--- config.mk ---
export PLATFORM = sky130hd
export DESIGN_NAME = mod_fetch_sequencer_flat
export DESIGN_NICKNAME = d
export VERILOG_FILES = /design/src/rtl/mod_fetch_sequencer_pkg.sv /design/src/rtl/mod_fetch_sequencer_if.sv /design/src/rtl/mod_fetch_sequencer.sv /design/src/flat_wrapper.sv
export SDC_FILE = /design/constraint.sdc
export NUM_CORES = 1
export LEC_CHECK = 0
export ABC_AREA = 1
export CORE_MARGIN = 4
export CORE_UTILIZATION = 40
export CTS_CLUSTER_SIZE = 28
export DETAILED_ROUTE_END_ITERATION = 10
export PLACE_DENSITY = 0.73
export RECOVER_POWER = 100
export SLEW_MARGIN = 10
export SYNTH_ARGS = -nofsm -noshare
export SYNTH_HDL_FRONTEND = slang
export SYNTH_SLANG_ARGS = --single-unit
--- constraint.sdc ---
create_clock -name clk -period 2.7 [get_ports clk]
set_input_delay 0.54 -clock clk [delete_from_list [all_inputs] [get_ports clk]]
set_output_delay 0.54 -clock clk [all_outputs]
set_load 0.1 [all_outputs]
--- src/rtl/mod_fetch_sequencer_pkg.sv ---
// Shared constants and types for the fetch stage: widths, PC increment,
// reset vector default and the fetch FSM state encoding.
package mod_fetch_sequencer_pkg;

    localparam int ADDR_W = 32;
    localparam int DATA_W = 32;

    localparam logic [ADDR_W-1:0] RESET_VECTOR_DEFAULT = 32'h0000_0000;
    localparam logic [ADDR_W-1:0] PC_INCR              = 32'd4;
    // Instruction addresses are word aligned; low two bits are forced to zero.
    localparam logic [ADDR_W-1:0] ADDR_WORD_MASK       = 32'hFFFF_FFFC;

    typedef enum logic {
        ST_BOOT = 1'b0,
        ST_RUN  = 1'b1
    } fetch_state_t;

endpackage

--- src/rtl/mod_fetch_sequencer_if.sv ---
// Instruction-memory request channel between the fetch sequencer (master)
// and the instruction memory (slave). No request is ever left outstanding.
interface mod_fetch_sequencer_if;

    logic                                        imem_req;
    logic [mod_fetch_sequencer_pkg::ADDR_W-1:0]  imem_addr;
    logic                                        imem_ack;
    logic [mod_fetch_sequencer_pkg::DATA_W-1:0]  imem_rdata;

    modport master (
        output imem_req,
        output imem_addr,
        input  imem_ack,
        input  imem_rdata
    );

    modport slave (
        input  imem_req,
        input  imem_addr,
        output imem_ack,
        output imem_rdata
    );

endinterface

--- src/rtl/mod_fetch_sequencer.sv ---
// Fetch-stage controller: owns the PC, issues one instruction request per
// cycle, holds the IF/ID register under stall and squashes on taken branch.
module mod_fetch_sequencer
    import mod_fetch_sequencer_pkg::*;
#(
    parameter logic [ADDR_W-1:0] RESET_VECTOR = RESET_VECTOR_DEFAULT
) (
    input  logic                 clk,
    input  logic                 rst_n,
    input  logic                 stall,
    input  logic                 branch_taken,
    output logic                 mux_control,
    output logic [ADDR_W-1:0]    pc_plus_4,
    input  logic [ADDR_W-1:0]    next_address,
    mod_fetch_sequencer_if.master imem,
    output logic                 if_valid,
    output logic [DATA_W-1:0]    if_instr,
    output logic [ADDR_W-1:0]    if_pc,
    output logic [31:0]          fetch_count
);

    fetch_state_t      state_reg, state_next;
    logic [ADDR_W-1:0] pc_reg, pc_next;
    logic              if_valid_reg, if_valid_next;
    logic [DATA_W-1:0] if_instr_reg, if_instr_next;
    logic [ADDR_W-1:0] if_pc_reg, if_pc_next;
    logic [31:0]       fetch_count_reg, fetch_count_next;
    logic              req;
    logic              fire;

    always_ff @(posedge clk or negedge rst_n) begin
        if (!rst_n) begin
            state_reg       <= ST_BOOT;
            pc_reg          <= RESET_VECTOR;
            if_valid_reg    <= 1'b0;
            if_instr_reg    <= '0;
            if_pc_reg       <= '0;
            fetch_count_reg <= '0;
        end else begin
            state_reg       <= state_next;
            pc_reg          <= pc_next;
            if_valid_reg    <= if_valid_next;
            if_instr_reg    <= if_instr_next;
            if_pc_reg       <= if_pc_next;
            fetch_count_reg <= fetch_count_next;
        end
    end

    always_comb begin
        state_next       = state_reg;
        pc_next          = pc_reg;
        if_valid_next    = if_valid_reg;
        if_instr_next    = if_instr_reg;
        if_pc_next       = if_pc_reg;
        fetch_count_next = fetch_count_reg;

        // A held instruction under stall blocks new requests so it is not overwritten.
        req  = (state_reg == ST_RUN) && !branch_taken && !(if_valid_reg && stall);
        fire = req && imem.imem_ack;

        case (state_reg)
            ST_BOOT: state_next = ST_RUN;
            ST_RUN:  state_next = ST_RUN;
            default: state_next = ST_BOOT;
        endcase

        if (branch_taken) begin
            // Squash wins over stall: the wrong-path instruction is dropped.
            pc_next       = next_address & ADDR_WORD_MASK;
            if_valid_next = 1'b0;
        end else if (fire) begin
            if_instr_next    = imem.imem_rdata;
            if_pc_next       = pc_reg;
            if_valid_next    = 1'b1;
            pc_next          = next_address & ADDR_WORD_MASK;
            fetch_count_next = fetch_count_reg + 32'd1;
        end else if (if_valid_reg && !stall) begin
            if_valid_next = 1'b0;
        end
    end

    assign mux_control    = branch_taken;
    assign pc_plus_4      = pc_reg + PC_INCR;
    assign imem.imem_req  = req;
    assign imem.imem_addr = pc_reg;
    assign if_valid       = if_valid_reg;
    assign if_instr       = if_instr_reg;
    assign if_pc          = if_pc_reg;
    assign fetch_count    = fetch_count_reg;

endmodule

--- src/flat_wrapper.sv ---
// flat-port wrapper written by rule: the top's interface ports become plain ports
module mod_fetch_sequencer_flat import mod_fetch_sequencer_pkg::*;
#(
    parameter logic [ADDR_W-1:0] RESET_VECTOR = RESET_VECTOR_DEFAULT
)
  (clk, rst_n, stall, branch_taken, mux_control, pc_plus_4, next_address, if_valid, if_instr, if_pc, fetch_count, imem_imem_req, imem_imem_addr, imem_imem_ack, imem_imem_rdata);
  mod_fetch_sequencer_if imem_i ();
  input  logic clk;
  input  logic rst_n;
  input  logic stall;
  input  logic branch_taken;
  output logic mux_control;
  output logic [ADDR_W-1:0] pc_plus_4;
  input  logic [ADDR_W-1:0] next_address;
  output logic if_valid;
  output logic [DATA_W-1:0] if_instr;
  output logic [ADDR_W-1:0] if_pc;
  output logic [31:0] fetch_count;
  output wire logic [$bits(imem_i.imem_req)-1:0] imem_imem_req;
  output wire logic [$bits(imem_i.imem_addr)-1:0] imem_imem_addr;
  input wire logic [$bits(imem_i.imem_ack)-1:0] imem_imem_ack;
  input wire logic [$bits(imem_i.imem_rdata)-1:0] imem_imem_rdata;
  assign imem_imem_req = imem_i.imem_req;
  assign imem_imem_addr = imem_i.imem_addr;
  assign imem_i.imem_ack = imem_imem_ack;
  assign imem_i.imem_rdata = imem_imem_rdata;
  mod_fetch_sequencer #(.RESET_VECTOR(RESET_VECTOR)) u_core (.clk(clk), .rst_n(rst_n), .stall(stall), .branch_taken(branch_taken), .mux_control(mux_control), .pc_plus_4(pc_plus_4), .next_address(next_address), .imem(imem_i), .if_valid(if_valid), .if_instr(if_instr), .if_pc(if_pc), .fetch_count(fetch_count));
endmodule
==> results.yml, run 1 <==
detailed_routing:
  number_of_vias_per_cell: 4.768
  wire_length_reported_by_the_detailed_router_um: 18470
  drt-initial-drc-count: 357
  route.top_layer_used: "met4"
  wl_per_cell_um: 15.36
  drc: 0
  drt-met1-wl_um: 7884
  num_vias: 5731
  routed-wl-met2_um: 8864
  ant_nets: 0
  met3_length_um: 1257
  detailed_router_iteration_count_before_antenna_repair: 4
grt:
  wire_length_of_the_first_global_routing_pass_um: 29470
  grt_usage_pct: 21.05
  grt_start_max_net_pins: 70
  globalRoute.totalOverflow: 0
  antenna_found_initial: 0
  first_global_vias: 5585
floorplanning:
  fp.dieH_um: 132.7
  floorplan.initialDensity_pct: 40.89
  coreArea_mm2: 0.01520
  fp.dieW_um: 132.7
  placementRows: 45
  design.die.area_mm2: 0.01760
  ioPinCount: 232
synthesis:
  cell_type_with_the_largest_total_area_after_synthesis: "dfrtp_1"
  synthCells: 764
  share_of_synthesized_area_occupied_by_flip_flops_and_latches_pct: 50.72
  synth.top_cells.by_area: "dfrtp_1, nand2_1, o21ai_2"
  synth.cell_area_mm2: 0.006216
  avgSynthCellArea_um2: 8.136
  synth_top_area_share_pct: 50.72
  yosysWarnings: 0
  synth_cell_type_count: 30
  seq_cells_post_synth: 126
layout:
  diodes: 0
  most_common_cell_after_layout_fill_and_taps_aside: "nand2_1"
  final_net_count: 1072
  flow.area_growth_from_synthesis_pct: 47.64
  finalInstanceArea_mm2: 0.009178
  layout-drive-gt1-share_pct: 19.72
  num-fill-cells: 1389
  most-common-layout-cells: "nand2_1, clkbuf_1, dfrtp_1, inv_1, clkdlybuf4s50_1"
timing:
  report.final.setup_viol: 0
  grt_setup_unrepaired: "true"
  hold_viol_final: 0
  clock-skew-final_ps: 11.22
  period_needed_ps: 2672
  relSlewSlack_pct: -3.642
  worst_slew_pin_slew_ps: 1555
  final-max-slew-violation-count: 92
  final_min_period_over_clock_period_pct: 98.96
  maxClockFrequency_mhz: 374.3
cts:
  cts_max_level: 4
  cts_made_buffers: 17
  library_cell_used_as_clock_root_buffer: "clkbuf_16"
  clkSinkCount: 126
  tritoncts: "yes"
  max-clock-path-buffers: 2
  clk-insertion-delay-late_ps: 420
  path_clk_slew_ps: 60
setup_path:
  path_max_fanout: 6
  rr_worst_depth: 9
  crit_required_ps: 2160
  data_arrival_at_the_endpoint_of_the_critical_path_ps: 2130
  timing.critical_path.cells: "inv_1, nor3_1, nand2_1, nor2_1, nand3_1, nand2_2, buf_12"
  worstSetupEndpointType: "primary output"
  r2r_end: "u_core.fetch_count[23]"
  cp-endpoint: "pc_plus_4[30]"
  worst_path_max_delay_cell: "dfrtp_4"
  r2r_slack_ps: 760
  rr_startpoint: "u_core.fetch_count[0]"
  crit_path_max_incr_delay_ps: 450
  worst_setup_path_startpoint: "u_core.imem.imem_addr[16]"
  timing.critical_path.from_type: "register"
  critPathKind: "register to primary output"
placement:
  globalplace.congestion: 0.8610
  postPlaceCellArea_mm2: 0.008940
  numPortBuffers: 223
  detailed_place_hpwl_um: 13940
outcome:
  failed_checks: "capacitance limit, slew limit"
  status: "finished, violations left"
power_and_ir_drop:
  design_power_total_uw: 8086
  vdd.ir_drop.worst_v: 0.0005515
  p_per_area_mw_per_mm2: 881.1
  leakage_uw: 0.004169
min_path:
  hold_class: "input port to asynchronous set/reset pin"
job:
  max_cap_violations: 2
routing by layer:
metal	vias up	track usage, %
li1	2846	-
met1	2676	26.81
met2	180	34.00
met3	29	6.616
met4	0	7.448
met5	-	0
cells by family after synthesis:
logic type	count (synthesis)	share of synthesized area, %
flip-flops	126	50.72
AND/OR/NAND/NOR	441	29.97
other	2	0.1208
adder cells (fa/ha/maj)	2	0.4025
buffers and inverters	95	7.085
AO/OA/AOI/OAI	65	7.045
XOR/XNOR	33	4.650
through the flow:
| stage | std cells | hold WS (ps) | TNS (ps) | util [%] | setup WS, ps |
|---|---|---|---|---|---|
| 3_3_place_gp | 1165 | 464.9 | 0 | 58.81 | 274.7 |
| 4_1_cts | 1198 | 115.8 | -6.986 | 62.96 | -6.986 |
| 5_1_grt | 1202 | 108.9 | -466.3 | 60.37 | -105.9 |
| 6_report | 1202 | 82.79 | 0 | 60.37 | 28.09 |
| 3_5_place_dp | 1165 | 466.2 | 0 | 58.81 | 266.6 |
| 2_1_floorplan | 769 | 244.4 | -383.2 | - | -179.7 |
worst max-delay path: cells and delay by family, from the launching register on:
kind,cells,cell delay (ps)
simple gates,5,920
flops,1,450
buf+inv,2,330
synth_stat cells (all sizes together):
library cell	number
nor4	1
nor3	17
buf	20
ha	2
nand3b	5
nand4	13
inv	67
nand2	305
nor2	62
conb	2
dfrtp	126
nand3	33
clkbuf	8
xnor2	6
o21ai	65
and2	3
xor2	27
or2	2
worst min-delay path by stage:
stage / slack (ps) / from / to
global route: 110 / rst_n / u_core.imem.imem_addr[15]
CTS: 120 / rst_n / u_core.if_pc[18]
global placement: 460 / u_core.if_instr[11] / u_core.if_instr[11]
finish: 80 / rst_n / u_core.imem.imem_addr[15]
detailed placement: 470 / u_core.if_instr[2] / u_core.if_instr[2]
floorplan: 240 / rst_n / u_core.fetch_count[0]
timing repair:
| action | in CTS | in global routing |
|---|---|---|
| gates resized for setup | 11 | 11 |
| setup buffers | 1 | 4 |
| endpoints found under the setup margin | 12 | 18 |
| pin swaps | 1 | 5 |
| hold buffers | 0 | 0 |
where the power goes:
group          internal (uW)  switching, uW
registers               2160            210
logic                    561           2890
clock network           1430            843
total                   4150           3940
final cells by class:
| cell class | instances | area, um2 | share of cell area (%) |
|---|---|---|---|
| Clock inverter | 10 | 115.1 | 1.254 |
| Inverter | 67 | 251.5 | 2.740 |
| Clock buffer | 22 | 474.2 | 5.167 |
| Tap cell | 188 | 235.2 | 2.563 |
| Timing Repair Buffer | 241 | 1908 | 20.79 |
| Multi-Input combinational cell | 548 | 2985 | 32.53 |
| Sequential cell | 126 | 3208 | 34.96 |
Note: power is estimated with default switching activity, not from simulation.
==> inputs of run 2 (changes only) <==
- CAP_MARGIN: default -> 40
- DONT_BUFFER_PORTS: default -> 1
- PLACE_DENSITY: 0.73 -> default
==> run 2 against run 1 <==
The flow finishes with violations (hold timing). Worst hold slack worse by 270 ps. Global-route usage is 1.9 points higher. Clock skew increased by 2.4 ps. Critical path depth rose by 1. Non-clock buffer count fell by 27. Sequential cell count unchanged. Fmax down 0.17%. Setup slack lost 4.6 ps. Core utilization is 4.5 points lower. Power grew 1.1%. Clock power rose by 8%. Final area shrank 7.4%. Largest power group unchanged.
==> results.yml, run 2 (same netlist as run 1, synthesis figures left out) <==
timing:
  grt_setup_unrepaired: "true"
  hold_viol_final: 126
  period_needed_ps: 2677
  timing.hold.ws_ps: -188.9
  clock-skew-final_ps: 13.67
  worst_slew_pin_slew_ps: 1452
  final_min_period_over_clock_period_pct: 99.13
  final-max-slew-violation-count: 0
  maxClockFrequency_mhz: 373.6
  relSlewSlack_pct: 3.171
  final_critical_path_setup_slack_ps: 23.48
  report.final.setup_viol: 0
placement:
  globalplace.congestion: 0.9042
  detailed_place_hpwl_um: 14730
  pre_cts_ws_ps: 199.5
  numPortBuffers: 0
layout:
  diodes: 0
  flow.area_growth_from_synthesis_pct: 36.76
  most-common-layout-cells: "nand2_1, clkbuf_1, dfrtp_1, inv_1, nor2_1"
  final_net_count: 1045
  layout-drive-gt1-share_pct: 19.05
  most_common_cell_after_layout_fill_and_taps_aside: "nand2_1"
power_and_ir_drop:
  leakage_uw: 0.003910
  clkPwrFrac_pct: 30.1
  p_per_area_mw_per_mm2: 961.6
  vdd.ir_drop.worst_v: 0.0004313
  p_sw_share_pct: 48.01
  share_comb_of_total_power_pct: 39.7
  netSwitchingPower_uw: 3924
  p_int_uw: 4250
  power.sequential.fraction_pct: 30.2
detailed_routing:
  number_of_vias_per_cell: 4.964
  drt-initial-drc-count: 302
  wire_length_reported_by_the_detailed_router_um: 19720
  route.top_layer_used: "met4"
  wl_per_cell_um: 16.78
  drt-met1-wl_um: 8005
  detailed_router_iteration_count_before_antenna_repair: 7
  routed-wl-met2_um: 9907
  drc: 0
  met3_length_um: 1304
  ant_nets: 0
  num_vias: 5833
outcome:
  status: "finished, violations left"
  failed_checks: "hold timing"
setup_path:
  critPathKind: "register to primary output"
  cp-endpoint: "pc_plus_4[23]"
  crit_required_ps: 2160
  worst_setup_path_startpoint: "u_core.imem.imem_addr[2]"
  data_arrival_at_the_endpoint_of_the_critical_path_ps: 2140
  worstSetupEndpointType: "primary output"
  path_max_fanout: 4
  r2r_slack_ps: 200
  timing.critical_path.from_type: "register"
  r2r_end: "u_core.fetch_count[23]"
  rr_startpoint: "u_core.fetch_count[6]"
  rr_worst_depth: 8
grt:
  wire_length_of_the_first_global_routing_pass_um: 32350
  globalRoute.totalOverflow: 0
  first_global_vias: 6084
  grt_start_max_net_pins: 127
  antenna_found_initial: 0
  grt_usage_pct: 22.91
cts:
  max-clock-path-buffers: 2
  library_cell_used_as_clock_root_buffer: "clkbuf_16"
  path_clk_slew_ps: 60
  clk-insertion-delay-late_ps: 420
  cts_max_level: 4
  clkSinkCount: 126
  tritoncts: "yes"
  cts_made_buffers: 17
floorplanning:
  placementRows: 45
  ioPinCount: 232
  fp.dieH_um: 132.7
  floorplan.initialDensity_pct: 40.89
  coreArea_mm2: 0.01520
  fp.dieW_um: 132.7
  design.die.area_mm2: 0.01760
job:
  max_cap_violations: 0
min_path:
  hold_class: "input port to asynchronous set/reset pin"
[run 2: changes by cell type in the layout (fill, tap and decap cells not counted), moves of 4 or more]
cell,before,now
buf_1,0,47
buf_12,29,12
buf_4,33,22
buf_6,0,7
buf_8,0,4
clkbuf_1,115,104
clkbuf_2,1,16
clkdlybuf4s50_1,64,0
o21ai_0,34,52
o21ai_2,30,11
[run 2: cell type report]
cell class                 instances  area [um2]
multi-input combinational        548        2965
inverter                          67       251.5
clock inverter                    10       160.2
fill                            1437        6701
tap                              188       235.2
clock buffer                      22       474.2
sequential                       126        3208
timing repair buffer             214        1206
[run 2: what timing repair did]
action	4_1_cts	5_1_grt
cloned	0	0
buffers inserted	6	1
endpoints found under the setup margin	15	13
endpoints found under the hold margin	126	126
resized for setup	19	14
pin swaps	5	5
[run 2: how the worst min path moves through the flow]
stage	start	to	slack (ps)	cells past startpoint
3_5_place_dp	rst_n	u_core.fetch_count[26]	250	0
4_1_cts	rst_n	u_core.fetch_count[26]	-200	0
6_report	rst_n	u_core.fetch_count[18]	-190	0
3_3_place_gp	rst_n	u_core.fetch_count[26]	250	0
2_1_floorplan	rst_n	u_core.fetch_count[0]	240	0
5_1_grt	rst_n	u_core.fetch_count[26]	-210	0
[run 2: critical path: stages, from the launching register on]
cell and delay, ps:
dfrtp_4 450, nand3_2 130, nor3_2 240, buf_2 230, nand2_4 100, nor2_4 160
nand3_1 100, nand2_2 110, buf_12 170
[run 2: power by group through the flow]
stage	clock [uW]	combinational [uW]	sequential [uW]
floorplan	0	880	4240
global placement	0	1950	3640
detailed placement	0	4000	2680
CTS	2490	4020	2650
global route	2600	3370	2500
finish	2460	3250	2470
[run 2: per-stage QoR]
stage               power (uW)  std cells  instance area, um2  utilization [%]  TNS, ps
global route              8473       1175                8501            55.92   -287.4
finish                    8174       1175                8501            55.92        0
CTS                       9160       1168               10030            65.96        0
floorplan                 5122        769                6571                -   -383.2
detailed placement        6680       1130                9274            61.00        0
global placement          5587       1031                7666            50.43        0
[run 2: layer usage]
layer,vias to the layer above,GRT usage [%]
met5,-,0
met4,0,8.661
met3,38,6.616
met2,223,38.03
met1,2786,28.40
li1,2786,-
